**config.mk**
```make
export PLATFORM = sky130hd
export DESIGN_NAME = apb_master_bridge_flat
export DESIGN_NICKNAME = d
export VERILOG_FILES = /design/src/rtl/apb_master_bridge_if.sv /design/src/rtl/apb_master_bridge.sv /design/src/flat_wrapper.sv
export SDC_FILE = /design/constraint.sdc
export NUM_CORES = 1
export LEC_CHECK = 0
export CAP_MARGIN = 20
export CORE_MARGIN = 2
export CORE_UTILIZATION = 26
export CTS_BUF_LIST = sky130_fd_sc_hd__clkbuf_4
export DETAILED_ROUTE_END_ITERATION = 8
export DONT_BUFFER_PORTS = 1
export GPL_TIMING_DRIVEN = 0
export REMOVE_ABC_BUFFERS = 1
export SYNTH_ARGS = -nofsm -noshare
export SYNTH_HDL_FRONTEND = slang
export SYNTH_SLANG_ARGS = --single-unit
```
**constraint.sdc**
```tcl
create_clock -name PCLK -period 1.6 [get_ports PCLK]
set_input_delay 0.08 -clock PCLK [delete_from_list [all_inputs] [get_ports PCLK]]
set_output_delay 0.08 -clock PCLK [all_outputs]
set_load 0.01 [all_outputs]
```
**src/rtl/apb_master_bridge_if.sv**
```systemverilog
// Signal bundle between the core-side request port and the APB3 peripheral bus.
// The master modport is the bridge's view; the slave modport is the core plus peripheral side.
interface apb_master_bridge_if #(
    parameter int ADDR_WIDTH = 32,
    parameter int DATA_WIDTH = 32
);
    logic                  req_i;
    logic                  we_i;
    logic [ADDR_WIDTH-1:0] addr_i;
    logic [DATA_WIDTH-1:0] wdata_i;
    logic                  gnt_o;
    logic                  rvalid_o;
    logic [DATA_WIDTH-1:0] rdata_o;
    logic                  err_o;

    logic                  PSEL;
    logic                  PENABLE;
    logic                  PWRITE;
    logic [ADDR_WIDTH-1:0] PADDR;
    logic [DATA_WIDTH-1:0] PWDATA;
    logic [DATA_WIDTH-1:0] PRDATA;
    logic                  PREADY;
    logic                  PSLVERR;

    modport master (
        input  req_i, we_i, addr_i, wdata_i,
        output gnt_o, rvalid_o, rdata_o, err_o,
        output PSEL, PENABLE, PWRITE, PADDR, PWDATA,
        input  PRDATA, PREADY, PSLVERR
    );

    modport slave (
        output req_i, we_i, addr_i, wdata_i,
        input  gnt_o, rvalid_o, rdata_o, err_o,
        input  PSEL, PENABLE, PWRITE, PADDR, PWDATA,
        output PRDATA, PREADY, PSLVERR
    );
endinterface

```
**src/rtl/apb_master_bridge.sv**
```systemverilog
// Single-outstanding APB3 initiator: core req/gnt/rvalid port to APB SETUP/ACCESS transfers.
// Optional ACCESS-phase timeout enabled by defining APB_MASTER_TIMEOUT_EN.
module apb_master_bridge #(
    parameter int ADDR_WIDTH     = 32,
    parameter int DATA_WIDTH     = 32,
    parameter int TIMEOUT_CYCLES = 255
) (
    input  logic                PCLK,
    input  logic                PRESET,
    apb_master_bridge_if.master bus
);

    typedef enum logic [1:0] {
        IDLE   = 2'd0,
        SETUP  = 2'd1,
        ACCESS = 2'd2
    } state_t;

    state_t                state;
    logic                  psel_q;
    logic                  penable_q;
    logic                  pwrite_q;
    logic [ADDR_WIDTH-1:0] paddr_q;
    logic [DATA_WIDTH-1:0] pwdata_q;
    logic [DATA_WIDTH-1:0] rdata_q;
    logic                  rvalid_q;
    logic                  err_q;
    logic                  gnt;

    if (TIMEOUT_CYCLES < 1) begin : g_bad_timeout
        $error("apb_master_bridge: TIMEOUT_CYCLES must be at least 1");
    end

    assign gnt = (state == IDLE) && bus.req_i;

`ifdef APB_MASTER_TIMEOUT_EN
    localparam int CNT_W = ($clog2(TIMEOUT_CYCLES + 1) > 8) ? $clog2(TIMEOUT_CYCLES + 1) : 8;

    logic [CNT_W-1:0] tmo_cnt;
    logic [CNT_W-1:0] tmo_next;
    logic             tmo_hit;

    // Abort on the stall cycle whose increment brings the count to TIMEOUT_CYCLES.
    assign tmo_next = tmo_cnt + 1'b1;
    assign tmo_hit  = (tmo_next == CNT_W'(TIMEOUT_CYCLES));
`endif

    always_ff @(posedge PCLK) begin
        if (PRESET) begin
            state     <= IDLE;
            psel_q    <= 1'b0;
            penable_q <= 1'b0;
            pwrite_q  <= 1'b0;
            paddr_q   <= '0;
            pwdata_q  <= '0;
            rdata_q   <= '0;
            rvalid_q  <= 1'b0;
            err_q     <= 1'b0;
`ifdef APB_MASTER_TIMEOUT_EN
            tmo_cnt   <= '0;
`endif
        end else begin
            rvalid_q <= 1'b0;
            err_q    <= 1'b0;
            case (state)
                IDLE: begin
                    if (gnt) begin
                        pwrite_q  <= bus.we_i;
                        paddr_q   <= {bus.addr_i[ADDR_WIDTH-1:2], 2'b00};
                        pwdata_q  <= bus.wdata_i;
                        psel_q    <= 1'b1;
                        penable_q <= 1'b0;
                        state     <= SETUP;
                    end
                end
                SETUP: begin
                    penable_q <= 1'b1;
                    state     <= ACCESS;
`ifdef APB_MASTER_TIMEOUT_EN
                    tmo_cnt   <= '0;
`endif
                end
                ACCESS: begin
                    if (bus.PREADY) begin
                        psel_q    <= 1'b0;
                        penable_q <= 1'b0;
                        rdata_q   <= pwrite_q ? '0 : bus.PRDATA;
                        err_q     <= bus.PSLVERR;
                        rvalid_q  <= 1'b1;
                        state     <= IDLE;
                    end
`ifdef APB_MASTER_TIMEOUT_EN
                    else if (tmo_hit) begin
                        psel_q    <= 1'b0;
                        penable_q <= 1'b0;
                        rdata_q   <= '0;
                        err_q     <= 1'b1;
                        rvalid_q  <= 1'b1;
                        state     <= IDLE;
                    end else begin
                        tmo_cnt   <= tmo_next;
                    end
`endif
                end
                default: begin
                    state <= IDLE;
                end
            endcase
        end
    end

    assign bus.gnt_o    = gnt;
    assign bus.rvalid_o = rvalid_q;
    assign bus.rdata_o  = rdata_q;
    assign bus.err_o    = err_q;
    assign bus.PSEL     = psel_q;
    assign bus.PENABLE  = penable_q;
    assign bus.PWRITE   = pwrite_q;
    assign bus.PADDR    = paddr_q;
    assign bus.PWDATA   = pwdata_q;

endmodule

```
**src/flat_wrapper.sv**
```systemverilog
// flat-port wrapper written by rule: the top's interface ports become plain ports
module apb_master_bridge_flat 
#(
    parameter int ADDR_WIDTH     = 32,
    parameter int DATA_WIDTH     = 32,
    parameter int TIMEOUT_CYCLES = 255
)
  (PCLK, PRESET, bus_req_i, bus_we_i, bus_addr_i, bus_wdata_i, bus_gnt_o, bus_rvalid_o, bus_rdata_o, bus_err_o, bus_PSEL, bus_PENABLE, bus_PWRITE, bus_PADDR, bus_PWDATA, bus_PRDATA, bus_PREADY, bus_PSLVERR);
  apb_master_bridge_if #(.ADDR_WIDTH(ADDR_WIDTH), .DATA_WIDTH(DATA_WIDTH)) bus_i ();
  input  logic PCLK;
  input  logic PRESET;
  input wire logic [$bits(bus_i.req_i)-1:0] bus_req_i;
  input wire logic [$bits(bus_i.we_i)-1:0] bus_we_i;
  input wire logic [$bits(bus_i.addr_i)-1:0] bus_addr_i;
  input wire logic [$bits(bus_i.wdata_i)-1:0] bus_wdata_i;
  output wire logic [$bits(bus_i.gnt_o)-1:0] bus_gnt_o;
  output wire logic [$bits(bus_i.rvalid_o)-1:0] bus_rvalid_o;
  output wire logic [$bits(bus_i.rdata_o)-1:0] bus_rdata_o;
  output wire logic [$bits(bus_i.err_o)-1:0] bus_err_o;
  output wire logic [$bits(bus_i.PSEL)-1:0] bus_PSEL;
  output wire logic [$bits(bus_i.PENABLE)-1:0] bus_PENABLE;
  output wire logic [$bits(bus_i.PWRITE)-1:0] bus_PWRITE;
  output wire logic [$bits(bus_i.PADDR)-1:0] bus_PADDR;
  output wire logic [$bits(bus_i.PWDATA)-1:0] bus_PWDATA;
  input wire logic [$bits(bus_i.PRDATA)-1:0] bus_PRDATA;
  input wire logic [$bits(bus_i.PREADY)-1:0] bus_PREADY;
  input wire logic [$bits(bus_i.PSLVERR)-1:0] bus_PSLVERR;
  assign bus_i.req_i = bus_req_i;
  assign bus_i.we_i = bus_we_i;
  assign bus_i.addr_i = bus_addr_i;
  assign bus_i.wdata_i = bus_wdata_i;
  assign bus_gnt_o = bus_i.gnt_o;
  assign bus_rvalid_o = bus_i.rvalid_o;
  assign bus_rdata_o = bus_i.rdata_o;
  assign bus_err_o = bus_i.err_o;
  assign bus_PSEL = bus_i.PSEL;
  assign bus_PENABLE = bus_i.PENABLE;
  assign bus_PWRITE = bus_i.PWRITE;
  assign bus_PADDR = bus_i.PADDR;
  assign bus_PWDATA = bus_i.PWDATA;
  assign bus_i.PRDATA = bus_PRDATA;
  assign bus_i.PREADY = bus_PREADY;
  assign bus_i.PSLVERR = bus_PSLVERR;
  apb_master_bridge #(.ADDR_WIDTH(ADDR_WIDTH), .DATA_WIDTH(DATA_WIDTH), .TIMEOUT_CYCLES(TIMEOUT_CYCLES)) u_core (.PCLK(PCLK), .PRESET(PRESET), .bus(bus_i));
endmodule
```
Word level (Yosys, flattened, before mapping)
Index checks and enable logic that the tools add are counted.
{"block": "word_totals", "inputBits": 102, "regBits": 101, "output_inout_bits": 102}
{"block": "classes", "n_mux": 10, "n_eq_ne": 4, "reduce_logical": 11, "bitwise_logic": 2}
{"operator": "$mux 32", "count": 1}
{"operator": "$pmux 2 s3", "count": 1}
{"operator": "$reduce_and 2->1", "count": 3}
{"operator": "$reduce_and 3->1", "count": 2}
{"operator": "$mux 1", "count": 4}
{"operator": "$mux 2", "count": 2}
{"operator": "$ne 2x2->1 const B", "count": 2}
{"operator": "$pmux 1 s3", "count": 1}
{"operator": "$reduce_bool 3->1", "count": 1}
{"operator": "$reduce_or 3->1", "count": 1}
{"operator": "$eq 2x1->1 const B", "count": 1}
{"operator": "$eq 2x2->1 const B", "count": 1}
{"operator": "$logic_not 2->1", "count": 1}
{"operator": "$not 1->1", "count": 2}
{"operator": "$pmux 1 s2", "count": 1}
{"operator": "$reduce_bool 2->1", "count": 1}
{"operator": "$reduce_or 2->1", "count": 1}
{"operator": "$logic_and 1x1->1", "count": 1}

Depth between registers and ports, before layout
{"block": "depth", "depth_word": 4, "ltp_mapped": 7, "ltp_nobuf": 6}

Worst setup path after synthesis
OpenSTA, ideal clock, no wires.
{"block": "synth_path", "path_kind": "register -> register", "startpoint": "register u_core.state[0]", "endpoint": "register u_core.pwdata_q[22] (netlist: u_core.bus.PWDATA[22])", "required_time_ns": 1.534, "synth_period_minus_slack_ns": 1.313, "setup_ns": 0.066, "path_stages_with_launch": 7, "arrival_time_ns": 1.247, "path_slack_ns": 0.287, "cell_sequence": "dfxtp_1 inv_1 ha_1 nand2_4 clkbuf_1 nand2_1 a21oi_2"}
{"block": "synth_via", "elab_chain_len": 3}
{"element": "start: declaration", "line_no": "apb_master_bridge.sv:19", "rtl": "state_t state;"}
{"element": "start signal: assignment", "line_no": "apb_master_bridge.sv:50", "rtl": "state <= IDLE;"}
{"element": "start signal: assignment", "line_no": "apb_master_bridge.sv:73", "rtl": "state <= SETUP;"}
{"element": "start signal: assignment", "line_no": "apb_master_bridge.sv:78", "rtl": "state <= ACCESS;"}
{"element": "$logic_not 2->1 (*)", "line_no": "apb_master_bridge.sv:34, apb_master_bridge.sv:65"}
{"element": "$logic_and 1x1->1", "line_no": "apb_master_bridge.sv:34", "rtl": "assign gnt = (state == IDLE) && bus.req_i;"}
{"element": "$reduce_and 2->1 (no line) (*)"}
{"element": "end signal: assignment", "line_no": "apb_master_bridge.sv:70", "rtl": "pwdata_q <= bus.wdata_i;"}
{"element": "end: declaration", "line_no": "apb_master_bridge.sv:24", "rtl": "logic [DATA_WIDTH-1:0] pwdata_q;"}
Every way passes the cells marked *; elsewhere a longest branch is shown, timed or not.
A chain may end at the register's enable or synchronous reset.

Worst setup path after layout
{"block": "layout_path", "startpoint": "register u_core.state[0]", "endpoint": "register u_core.rdata_q[11] (netlist: u_core.bus.rdata_o[11])"}
{"block": "layout_via", "elab_chain_len": 2}
{"element": "$eq 2x2->1", "line_no": "apb_master_bridge.sv:65", "rtl": "case (state)"}
{"element": "$reduce_and 2->1 (no line)"}
{"element": "end signal: assignment", "line_no": "apb_master_bridge.sv:87", "rtl": "rdata_q <= pwrite_q ? '0 : bus.PRDATA;"}
{"element": "end: declaration", "line_no": "apb_master_bridge.sv:25", "rtl": "logic [DATA_WIDTH-1:0] rdata_q;"}
No other way between the ends.

==> results.tsv <==
metric	value	unit
status	finished with violations	
violations	negative hold slack	
cts_tree	done	
critical-path-top-delay-family	flip-flops	
vias_per_cell	4.75	
grt_use_total	13.6	%
route.met2.wl	5.40	mm
synth_cells	383	
p_per_area	1200	nW/µm²
fin_crit_sh	94.6	%
insertion_delay	0.45	ns
vias	2810	
drc	0	
final_cell_mix	nand2_1 (128), dfxtp_1 (101), a21oi_1 (57)	
final_common_cell	nand2_1	
wire_per_inst	17.1	µm
max_freq	660	MHz
ys.flop_type	dfxtp_1	
cp_max_fo	16	
whs_endpoint	u_core.bus.PWDATA[25]	
cellLeakagePower	1.55	nW
dpl_cell_area	3590	µm²
overflow	0	
r2r-end	u_core.bus.rdata_o[11]	
wl	10.1	mm
final_max_slew_viol_count	0	
place_ws	-0.707	ns
holdPathStages	1	
coreArea	13300	µm²
critPathArrivalTime	1.92	ns
synth_area	3550	µm²
grt_max_degree	73	
fin_ws	0.0859	ns
clock-skew-final	0.0137	ns
max_cap_viol_count	0	
critical_path_buf_inv_count	2	
yosys_warnings	0	
die_h	121	µm
ff2ff_setup_slack	0.09	ns
multi_input_area	1400	µm²
hold_buffers	33	
antenna_found_initial	0	
r2r_cells	6	
synthMuxAreaShare	0.282	%
grt_pass1_wl	15.3	mm
hold_viol_final	76	
fin_tns_setup	0	ns
grt_setup_unrepaired	false	
reg2reg_from	u_core.state[0]	
ys_seq_area_share	56.9	%
first_global_vias	2868	
die_w	121	µm
layout.area.seq	2020	µm²
path_cells	inv_1, ha_2, nand2_2, nor3_4, buf_12, a22o_1	
layout_min_cycle_time	1.51	ns
nFillCells	1364	
num_rows	42	
cp_data_required_time	2.01	ns
io_buffers	0	
avgSynthCellArea	9.27	µm²
ant_nets	0	
async_reset_ff_share	0	%
timing.hold.ws	-0.325	ns
io_pins	204	
layout-drive-gt1-share	10.1	%
ys_seq_elements	101	
crit_path_max_incr_delay	0.36	ns
drt-pass1-iter-count	4	
drt-initial-drc-count	125	
setup-violations-final	0	
gp_congestion	0.724	
synth_top_family_by_area	compound AO/OA/AOI/OAI gates	
critPathKind	reg -> reg	
final_util	31.9	%
cts.sinks	101	
dp_hpwl	5.85	mm
cts-root-buf	clkbuf_4	
clock_path_buffers	2	
hp-class	in -> reg	
synth_edf_count	0	
end_kind	flip-flop	
start_util	26.7	%
synth-adder-area-share	1.41	%
yosys.cell_types.count	26	
vdd_ir_drop_max	0.369	mV
cp-start-kind	flip-flop	
synth_compound_area_share	19.3	%
cts-buffers-inserted	9	
wl_met3	605	µm
crit_slowest_cell	dfxtp_1	
top_layer_used	met4	
htreeDepth	3	
dieArea	14600	µm²
synth-simple-area-share	15.9	%
fin_area	4250	µm²
total_power	5.08	mW
area_delta_synth_final	19.5	%
nets	517	
crit_start	u_core.state[0]	
path_clk_slew	0.15	ns
hold_start	PRESET	
drt-met1-wl	3.91	mm
yosys.area_share.xor_xnor	0	%
## stage by stage
step                instances  hold WS (ns)
detailed placement        533         0.154
floorplan                 356         0.142
finish                    592        -0.325
global placement          532         0.151
CTS                       591        -0.391
global route              591        -0.389
## sequential cells by signal, indices dropped and copies added, names as in the netlist
signal / count
u_core.bus.PWDATA: 32
u_core.bus.rdata_o: 32
u_core.bus.PADDR: 30
u_core.state: 2
u_core.bus.PENABLE: 1
u_core.bus.PSEL: 1
u_core.bus.PWRITE: 1
u_core.bus.err_o: 1
u_core.bus.rvalid_o: 1
## logic make-up (layout without fill, tap and decap cells)
family          Yosys count  count (layout)
simple gates            140             143
compound gates          104             104
flops                   101             101
buf+inv                  32              60
fa+ha+maj                 4               4
other cells               1               3
mux                       1               1
## where the power goes
group / switching (mW) / leakage, nW / internal, mW
logic: 0.490 / 0.657 / 0.316
clock network: 0.850 / 0.0682 / 0.469
registers: 0.238 / 0.824 / 2.72
## repair_timing
action / 4_1_cts / 5_1_grt
gates cloned: 4 / 0
endpoints found under the setup margin: 96 / 59
pin swaps: 4 / 0
endpoints found under the hold margin: 101 / 92
buffers inserted: 6 / 0
resized for setup: 7 / 2
## worst max-delay path by stage
stage	end	depth (start not counted)
finish	u_core.bus.rdata_o[11]	6
global route	bus_gnt_o	4
CTS	u_core.bus.rdata_o[3]	6
detailed placement	u_core.bus.PADDR[22]	6
global placement	u_core.bus.PWDATA[24]	6
floorplan	u_core.bus.PWDATA[22]	6
## synth_stat cells, types with 2 or more instances
library cell  count  area share [%]
a21oi_1          57             8.0
a21oi_2          10             2.5
a22o_1           32             7.9
buf_2            13             1.8
buf_4             2            0.42
buf_6             9             2.9
clkbuf_1          4            0.42
dfxtp_1         101              57
ha_1              4             1.4
inv_1             3            0.32
nand2_1         128              14
nand2b_1          2            0.35
nand3_1           2            0.28
nor2b_1           3            0.53
o21ai_0           2            0.28
## cell type report
| cell class | instances | share of cell area (%) |
|---|---|---|
| Inverter | 4 | 0.973 |
| Antenna cell | 1 | 0.0589 |
| Clock buffer | 9 | 1.59 |
| Timing Repair inverter | 1 | 0.383 |
| Tap cell | 176 | 5.19 |
| Timing Repair Buffer | 40 | 9.78 |
| Clock inverter | 6 | 1.50 |
| Sequential cell | 101 | 47.6 |
| Multi-Input combinational cell | 254 | 32.9 |
## worst register-to-register path, delay by kind of cell, from the launching register on
family / cells / cell delay (ns)
flip-flops: 1 / 0.36
AND/OR/NAND/NOR: 2 / 0.36
buffers and inverters: 2 / 0.32
adder cells (fa/ha/maj): 1 / 0.27
AO/OA/AOI/OAI: 1 / 0.15
## routing by layer
layer  GRT usage (%)  vias to the layer above
met2            24.1                      107
met5               0                        -
li1                -                     1329
met4            5.60                        0
met3            4.28                       15
met1            14.9                     1359
Power figures use the tool's default switching activity.
